**src/rtl/dmem_arbiter.sv**
```systemverilog
// dmem_arbiter
// Two-port round-robin arbiter and access sequencer for the byte-addressed
// 32-bit data memory. Port 0 serves the core load/store unit, port 1 a
// secondary master (DMA/debug loader). One transaction is in flight at a time:
// IDLE -> ACCESS -> DONE -> IDLE.
//
// Ports
//   clk, rst                 rising-edge clock, asynchronous active-high reset
//   req0/we0/addr0/wdata0    port 0 request, held stable until ack0
//   ack0/rdata0/err0         port 0 completion pulse, load data, misalignment flag
//   req1/we1/addr1/wdata1    port 1 request
//   ack1/rdata1/err1         port 1 completion
//   mem_addr/mem_wdata       memory address (low 2 bits cleared) and write data
//   mem_write                memory write enable, asserted only in ACCESS
//   mem_rdata                memory combinational read word
//   busy                     high while a transaction is in flight
//   gnt_id                   port number of the current or most recent grant
module dmem_arbiter #(
  parameter int ADDR_W = 32,
  parameter int DATA_W = 32
) (
  input  logic              clk,
  input  logic              rst,
  input  logic              req0,
  input  logic              we0,
  input  logic [ADDR_W-1:0] addr0,
  input  logic [DATA_W-1:0] wdata0,
  output logic              ack0,
  output logic [DATA_W-1:0] rdata0,
  output logic              err0,
  input  logic              req1,
  input  logic              we1,
  input  logic [ADDR_W-1:0] addr1,
  input  logic [DATA_W-1:0] wdata1,
  output logic              ack1,
  output logic [DATA_W-1:0] rdata1,
  output logic              err1,
  output logic [ADDR_W-1:0] mem_addr,
  output logic [DATA_W-1:0] mem_wdata,
  output logic              mem_write,
  input  logic [DATA_W-1:0] mem_rdata,
  output logic              busy,
  output logic              gnt_id
);

  typedef enum logic [1:0] {
    IDLE   = 2'd0,
    ACCESS = 2'd1,
    DONE   = 2'd2
  } state_t;

  state_t            state_q, state_d;
  logic              lastGnt_q, lastGnt_d;
  logic              gnt_q, gnt_d;
  logic              we_q, we_d;
  logic [ADDR_W-1:0] addr_q, addr_d;
  logic [DATA_W-1:0] wdata_q, wdata_d;
  logic              ack0_q, ack0_d, ack1_q, ack1_d;
  logic              err0_q, err0_d, err1_q, err1_d;
  logic [DATA_W-1:0] rdata0_q, rdata0_d, rdata1_q, rdata1_d;
  logic              winner;
  logic              aligned;

  // On a tie the port that did not win last time is chosen; a lone requester
  // always wins. lastGnt resets to 1 so port 0 takes the first tie.
  assign winner  = (req0 & req1) ? ~lastGnt_q : req1;
  assign aligned = (addr_q[1:0] == 2'b00);

  // Next-state logic: requests are only looked at in IDLE, so a requester
  // that drops req mid-transaction still completes what was latched.
  always_comb begin
    state_d   = state_q;
    lastGnt_d = lastGnt_q;
    gnt_d     = gnt_q;
    we_d      = we_q;
    addr_d    = addr_q;
    wdata_d   = wdata_q;
    rdata0_d  = rdata0_q;
    rdata1_d  = rdata1_q;
    ack0_d    = 1'b0;
    ack1_d    = 1'b0;
    err0_d    = 1'b0;
    err1_d    = 1'b0;
    case (state_q)
      IDLE: begin
        if (req0 | req1) begin
          gnt_d     = winner;
          lastGnt_d = winner;
          we_d      = winner ? we1 : we0;
          addr_d    = winner ? addr1 : addr0;
          wdata_d   = winner ? wdata1 : wdata0;
          state_d   = ACCESS;
        end
      end
      ACCESS: begin
        // Ack/err are registered here so they appear during DONE.
        // Misaligned loads leave rdata untouched.
        if (gnt_q) begin
          ack1_d = 1'b1;
          err1_d = ~aligned;
          if (!we_q && aligned) rdata1_d = mem_rdata;
        end else begin
          ack0_d = 1'b1;
          err0_d = ~aligned;
          if (!we_q && aligned) rdata0_d = mem_rdata;
        end
        state_d = DONE;
      end
      DONE: begin
        state_d = IDLE;
      end
      default: begin
        state_d = IDLE;
      end
    endcase
  end

  // State and datapath registers.
  always_ff @(posedge clk or posedge rst) begin
    if (rst) begin
      state_q   <= IDLE;
      lastGnt_q <= 1'b1;
      gnt_q     <= 1'b0;
      we_q      <= 1'b0;
      addr_q    <= '0;
      wdata_q   <= '0;
      ack0_q    <= 1'b0;
      ack1_q    <= 1'b0;
      err0_q    <= 1'b0;
      err1_q    <= 1'b0;
      rdata0_q  <= '0;
      rdata1_q  <= '0;
    end else begin
      state_q   <= state_d;
      lastGnt_q <= lastGnt_d;
      gnt_q     <= gnt_d;
      we_q      <= we_d;
      addr_q    <= addr_d;
      wdata_q   <= wdata_d;
      ack0_q    <= ack0_d;
      ack1_q    <= ack1_d;
      err0_q    <= err0_d;
      err1_q    <= err1_d;
      rdata0_q  <= rdata0_d;
      rdata1_q  <= rdata1_d;
    end
  end

  // mem_write is decoded from the state register so it falls the instant rst
  // rises; all four bytes commit on the single edge closing ACCESS.
  assign mem_write = (state_q == ACCESS) & we_q & aligned;
  assign mem_addr  = {addr_q[ADDR_W-1:2], 2'b00};
  assign mem_wdata = wdata_q;
  assign busy      = (state_q != IDLE);
  assign gnt_id    = gnt_q;
  assign ack0      = ack0_q;
  assign ack1      = ack1_q;
  assign err0      = err0_q;
  assign err1      = err1_q;
  assign rdata0    = rdata0_q;
  assign rdata1    = rdata1_q;

endmodule

```
**config.mk**
```make
export PLATFORM = sky130hd
export DESIGN_NAME = dmem_arbiter
export DESIGN_NICKNAME = d
export VERILOG_FILES = /design/src/rtl/dmem_arbiter.sv
export SDC_FILE = /design/constraint.sdc
export NUM_CORES = 1
export LEC_CHECK = 0
export CORE_MARGIN = 1.5
export CORE_UTILIZATION = 45
export CTS_CLUSTER_SIZE = 30
export DETAILED_ROUTE_END_ITERATION = 7
export PLACE_DENSITY = 0.85
export SETUP_SLACK_MARGIN = 0.1
export SLEW_MARGIN = 10
export SYNTH_ARGS = -nofsm -noshare
export SYNTH_HDL_FRONTEND = slang
export SYNTH_SLANG_ARGS = --single-unit
```
**constraint.sdc**
```tcl
create_clock -name clk -period 8.4 [get_ports clk]
set_input_delay 2.1 -clock clk [delete_from_list [all_inputs] [get_ports clk]]
set_output_delay 2.1 -clock clk [all_outputs]
set_load 0.03 [all_outputs]
```
After elaboration in Yosys (flattened, before gate mapping)

Cells that the tools add are included.

Reductions and logical operators: 8
Mux-type cells: 14
Eq/ne operators: 2
Bitwise logic cells: 7

Operators by type and width:

| cell               | count |
|---|---|
| $mux 32            | 2 |
| $mux 1             | 10 |
| $reduce_and 3->1   | 2 |
| $logic_not 2->1    | 2 |
| $pmux 2 s2         | 1 |
| $and 1x1->1        | 3 |
| $not 1->1          | 3 |
| $eq 2x1->1 const B | 1 |
| $mux 2             | 1 |
| $ne 2x2->1 const B | 1 |
| $reduce_and 2->1   | 1 |
| $reduce_bool 2->1  | 1 |
| $logic_and 1x1->1  | 1 |
| $logic_not 1->1    | 1 |
| $or 1x1->1         | 1 |

Register bits: 137
Output and inout port bits: 135
Bits of input ports: 166
Word-level logic and storage cells: 43

Depth between registers and ports, before layout

Depth after elaboration: 4
Depth in mapped cells: 6

Worst setup path before layout

Ideal clock, no wire load.

Path type: reg-to-output
Start point: register state_q[0]
End point: output busy
Required time: 6300 ps
Path buffers: 2
Stages on the path, launching flop included: 4
Arrival: 1082 ps
Path slack: 5218 ps
Cell sequence: dfrtp_1 -> or2_1 -> buf_6 -> clkbuf_1

Cells in the longest elaborated chain, start to end: 1

Ends and longest elaborated chain:

| element                  | RTL line | text |
|---|---|---|
| start: declaration       | 52       | `state_t state_q, state_d;` |
| start signal: assignment | 134      | `state_q <= state_d;` |
| $reduce_bool 2->1        | 154      | `assign busy = (state_q != IDLE);` |
| end: declaration         | 42       | `output logic busy,` |

Every way passes these cells.

Worst setup path in the final report

Ends and elaborated chain as after synthesis.

==> results.yml <==
synth:
  async_reset_ff_share_pct: 100
  synth_commonest_cells: "dfrtp_1 (136), nand2_1 (65), a211oi_1 (62)"
  ys_seq_area_share_pct: 54.3
  synth_edf_count: 0
  synth_area_per_cell_um2: 12.9
  ys_warn_count: 0
  yosys.area.top_type: "dfrtp_1"
  synthTopCellsByArea: "dfrtp_1 (54%), mux2_2 (8.0%), a211oi_1 (7.4%), a2bb2oi_1 (6.2%), a2bb2oi_2 (4.8%)"
  synthCells: 490
  synth_cell_type_count: 30
  synth_most_common_cell: "dfrtp_1"
  synth_top_cell_area_share_pct: 53.9
  synth-seq-cells: 137
  dominantRegCellSynth: "dfrtp_1"
  netlist_area_mm2: 0.00631
cts:
  cts_tree: "built"
  postCtsHoldBufs: 0
  clock_path_buffers: 2
  cts_buffers: 17
  htreeDepth: 4
  worstSkewPairLatency_ns: 0.42
  cts_sinks: 137
  post_cts_buffers: 0
  cts_resized: 0
  clk_pin_slew_ns: 0.06
  cts-root-buf: "clkbuf_16"
min_path:
  hold_class: "reg2reg"
  hold_depth: 1
sta:
  rsz0062_at_grt: "no"
  setup_tns_ns: 0
  min_period_ns: 4.50
  hold_viol: 0
  fin_crit_sh_pct: 53.5
  slew_viol_final: 0
  clock_skew_ns: 0.00655
  tightestPinTransition_ns: 1.12
  finalHoldWorstSlack_ns: 0.488
  setup_viol: 0
  max_freq_ghz: 0.222
  max_slew_margin_pct: 25.3
global_routing:
  gr-total-overflow: 0
  antenna_found_initial: 0
  grt_pass1_vias: 5109
  grt_util_all_layers_pct: 24.5
  grt_start_max_net_pins: 90
  grt_pass1_wl_mm: 27.6
floorplanning:
  start_util_pct: 45.8
  boundaryPins: 301
  row_count: 43
  die_h_um: 121
  die_x_um: 121
  core_mm2: 0.0138
  dieArea_mm2: 0.0148
worst_setup_path:
  critPathMaxStageDelay_ns: 0.83
  crit_slowest_cell: "clkdlybuf4s50_1"
  ff2ff_setup_slack_ns: 5.89
  cp-start-kind: "register"
  crit_chain: "or2_2 > buf_4 > clkdlybuf4s50_1"
  worstPathArrival_ns: 2.40
  path_max_fanout: 67
  worstPathRequired_ns: 6.30
  r2r_cells: 4
  endpoint_kind: "output port"
  path_class: "reg2out"
final_layout:
  num_antenna_cells: 0
  utilization_pct: 70.0
  fin_area_mm2: 0.00964
  areaGrowthSynthToFinish_pct: 52.6
  layout.nets: 906
  layout-drive-gt1-share_pct: 15.4
drt:
  postRouteWirelength_mm: 18.0
  first_iter_violations: 286
  wl_per_cell_um: 19.3
  drc: 0
  ant_nets: 0
  first_pass_iters: 4
  via_per_inst: 5.44
  vias: 5072
power:
  p_int_mw: 2.45
  power_switching_mw: 1.68
  switching_share_pct: 40.6
  pwr-share-seq_pct: 29.3
  p_leak_nw: 3.93
  irDropWorstVdd_mv: 0.230
  power_density_mw_per_mm2: 428
  combPwrFrac_pct: 53.3
  power_mw: 4.13
  p_clk_share_pct: 17.4
placement:
  place_area_mm2: 0.00903
  gp_congestion: 0.859
  place_hpwl_mm: 12.2
  port_buffers: 298
run_status:
  status: "finished, final reports clean"
job:
  cap_violations: 0
-- layer usage --
metal  up-vias  share of wire [%]  track usage [%]
li1       2261                  -                -
met3        53                6.7             5.45
met2       249                 50             40.8
met5         -                  0                0
met1      2509                 39             29.5
met4         0                4.1             13.6
-- cell families (layout without fill, tap and decap cells) --
group,Yosys count,after routing,synth area share [%]
AO/OA/AOI/OAI,132,132,19.3
buffers and inverters,76,338,8.74
flip-flops,137,137,54.3
multiplexers,66,66,11.8
other,1,2,0.0594
AND/OR/NAND/NOR,78,78,5.81
-- stage by stage --
step	setup WS, ns	std cells
4_1_cts	3.90	932
6_report	3.90	933
3_5_place_dp	3.77	900
3_3_place_gp	3.85	900
5_1_grt	3.80	933
2_1_floorplan	2.63	491
-- sequential cells by signal (all words and copies together) (netlist names) --
register,count
we_q,1
state_q,2
err1,1
lastGnt_q,1
rdata0,32
err0,1
mem_wdata,32
addr_q,32
rdata1,32
ack0,1
ack1,1
gnt_id,1
-- path summary, 6_finish.rpt --
check,startpoint,endpoint
worst max-delay path,state_q[0],busy
max in group asynchronous,rst,rdata0[7]
worst min register to register,rdata1[18],rdata1[18]
worst min-delay path,rdata1[18],rdata1[18]
min in group asynchronous,rst,addr_q[5]
worst max register to register,state_q[0],lastGnt_q
-- worst max-delay path: cells and delay by family, from the launching register on --
| kind | cells | cell delay [ns] |
|---|---|---|
| AND/OR/NAND/NOR | 1 | 0.12 |
| flip-flops | 1 | 0.38 |
| buffers and inverters | 2 | 1.44 |
-- cell usage in the layout (no fill, tap or decap), types with 3 or more instances in the layout --
cell type / synthesis / final
dfrtp_1: 136 / 136
buf_4: 34 / 5
a2bb2oi_2: 20 / 20
a211oi_1: 62 / 62
clkinv_4: 0 / 3
nand2_1: 65 / 65
clkbuf_16: 0 / 17
a211oi_2: 3 / 3
a2bb2oi_1: 45 / 45
mux2_2: 45 / 45
mux2_1: 21 / 21
clkdlybuf4s50_1: 0 / 298
clkbuf_8: 0 / 4
-- layout make-up --
class / count / area, um2
clock inverters: 9 / 90.1
clock buffers: 23 / 488
inverters: 2 / 12.5
repair buffers: 304 / 3050
well taps: 180 / 225
fillers: 981 / 4140
flip-flops and latches: 137 / 3430
multi-input cells: 278 / 2340
-- power groups by stage --
stage          Clock (mW)  Sequential (mW)  Combinational, mW
2_1_floorplan           0             1.67              0.979
3_3_place_gp            0             1.19               2.15
3_5_place_dp            0             1.21               2.20
4_1_cts             0.734             1.21               2.21
5_1_grt             0.763             1.25               2.30
6_report            0.719             1.21               2.20
No activity file was read; power rests on OpenSTA's default activity.
==> variant, RTL diff (config.mk and constraints unchanged) <==
The 3 states of `state_t` get a one-hot encoding in 3 bits.
--- a/src/rtl/dmem_arbiter.sv
+++ b/src/rtl/dmem_arbiter.sv
@@ -45,6 +45,6 @@
 
-  typedef enum logic [1:0] {
-    IDLE   = 2'd0,
-    ACCESS = 2'd1,
-    DONE   = 2'd2
+  typedef enum logic [2:0] {
+    IDLE   = 3'b001,
+    ACCESS = 3'b010,
+    DONE   = 3'b100
   } state_t;
Function: no difference found for any inputs over 4 cycles, from zero or initial values and one cycle with rst high; so few cycles prove little.
==> variant against the unedited design <==
Power down 11%; final cell count down 7.4%; sequential share of layout area up 1.6 points; via count down 3.9%; count of clock-buffer cells in the layout down 1; setup slack better by 0.32 ns; wire length down 1.7%; synthesized area down 6.9%; combinational power down 15%; critical path depth unchanged; sequential cell count up 1; synthesized cell count down 12%; final area down 3.5%; largest cell class unchanged; largest power group unchanged.
==> variant: results (changes against the unedited design) <==
* Status: finished clean (unchanged)
* Vias in the first global route at 5125 (was 5109)
* CP max stage delay at 0.70 ns (was 0.83 ns)
* Seq/Total Area, Yosys at 0.588 (was 0.543)
* Gr usage total at 0.261 (was 0.245)
* Initial antenna violation count at 0 (unchanged)
* Crit-path leading delay family: buffers and inverters (unchanged)
* Setup Fix Bufs, Post-CTS at 0 (unchanged)
* # port buffers at 298 (unchanged)
* Number of flops mapped to enable cells by yosys at 0 (unchanged)
* DR pass1 iterations at 4 (unchanged)
* Reg2reg setup slack at 6.21 ns (was 5.89 ns)
* Design internal power at 2.24 mW (was 2.45 mW)
* Fin crit period at 4.17 ns (was 4.50 ns)
* Fin nets at 847 (was 906)
* Lkg Pwr at 3.67 nW (was 3.93 nW)
* First-pass GRT wire length at 28200 um (was 27600 um)
* Root buffer cell: clkbuf_16 (unchanged)
* Cells after Synth at 430 (was 490)
* Clk pwr share at 0.188 (was 0.174)
* Clk slew on worst S/H paths at around 0.050 ns
* Main synth FF type: dfrtp_1 (unchanged)
* VDD IR max at 237 uV (was 230 uV)
* Fin Clk Skew at 0.00743 ns (was 0.00655 ns)
* Dpl cells at 834 (was 900)
* Final WL at 17700 um (was 18000 um)
* Largest net degree at the start of global routing at 83 (was 90)
* Yosys cell types at 26 (was 30)
* Async set-reset flop share out of synthesis at 1.00 (unchanged)
* GP Congestion at 0.848 (was 0.859)
* CP Max Fanout at 5 (was 67)
* Fill cell count at 850 (was 981)
* Clock tree buffer depth at 2 (unchanged)
* # DRC at 0 (unchanged)
* Placed cell area at 0.00874 mm^2 (was 0.00903 mm^2)
* H-tree depth at 4 (unchanged)
* Ys Warns at 0 (unchanged)
* Top post-synthesis cells by area: dfrtp_1, mux2_2, a2bb2oi_1, o32ai_1, buf_4 (was dfrtp_1, mux2_2, a211oi_1, a2bb2oi_1, a2bb2oi_2)
* Final Non-Filler Cells at 864 (was 933)
* Slew Limit Fails at 0 (unchanged)
* Commonest cells in the netlist: dfrtp_1, a2bb2oi_1, o32ai_1, mux2_2, buf_4 (was dfrtp_1, nand2_1, a211oi_1, a2bb2oi_1, mux2_2)
* Initial DRC Count at 188 (was 286)
* Worst min path class: reg -> reg (unchanged)
* Setup WS pre-CTS at 4.30 ns (was 3.77 ns)
* Worst-skew pair later-pin latency at roughly 0.4 ns
* Slew Limit Headroom at 0.248 (was 0.253)
* Critical Path AT at 2.07 ns (was 2.40 ns)
* Layout cells sized above 1 at 0.160 (was 0.154)
* HPWL Detailed at 12400 um (was 12200 um)
* Overall via count from detail_route at 4872 (was 5072)
[variant: power groups by stage]
stage / logic (mW) / registers (mW) / clock network (mW)
floorplan: 0.790 / 1.50 / 0
global placement: 1.83 / 1.12 / 0
detailed placement: 1.87 / 1.13 / 0
CTS: 1.88 / 1.13 / 0.704
global route: 1.95 / 1.16 / 0.738
finish: 1.87 / 1.13 / 0.692
[variant: routing by layer]
| layer | global-route usage | routed length [um] | up-vias |
|---|---|---|---|
| li1 | - | - | 2146 |
| met1 | 0.293 | 6520 | 2427 |
| met2 | 0.448 | 9020 | 256 |
| met3 | 0.0885 | 1500 | 43 |
| met4 | 0.123 | 628 | 0 |
| met5 | 0 | 0 | - |
[variant: final cells by class]
cell class,count,area [um^2],share of cell area
Clock inverter,8,70.1,0.00753
Timing Repair Buffer,304,3030,0.326
Clock buffer,22,484,0.0521
Inverter,3,16.3,0.00175
Sequential cell,138,3460,0.372
Multi-Input combinational cell,217,2030,0.218
Tap cell,172,215,0.0231
[variant: path summary, 6_finish.rpt]
kind	startpoint	end	depth (start not counted)
worst max register to register	state_q[2]$_DFFE_PP0P_	rdata1[5]$_DFFE_PP0P_	3
worst min register to register	rdata1[8]$_DFFE_PP0P_	rdata1[8]$_DFFE_PP0P_	1
min in group asynchronous	rst	rdata0[3]$_DFFE_PP0P_	2
worst max-delay path	state_q[2]$_DFFE_PP0P_	mem_write	3
max in group asynchronous	rst	mem_wdata[31]$_DFFE_PP0P_	3
worst min-delay path	rdata1[8]$_DFFE_PP0P_	rdata1[8]$_DFFE_PP0P_	1
[variant: cell families (layout without fill, tap and decap cells)]
family / count (synthesis) / count (layout) / synth area share
compound gates: 134 / 134 / 0.199
buf+inv: 76 / 337 / 0.0719
flops: 138 / 138 / 0.588
mux: 64 / 64 / 0.123
other cells: 1 / 2 / 0.000638
simple gates: 17 / 17 / 0.0187
[variant: metrics by stage]
stage,total power [mW],utilization,hold slack [ns]
floorplan,2.29,-,0.498
global placement,2.95,0.690,0.488
detailed placement,3.01,0.690,0.492
CTS,3.71,0.734,0.506
global route,3.85,0.734,0.512
finish,3.69,0.734,0.505
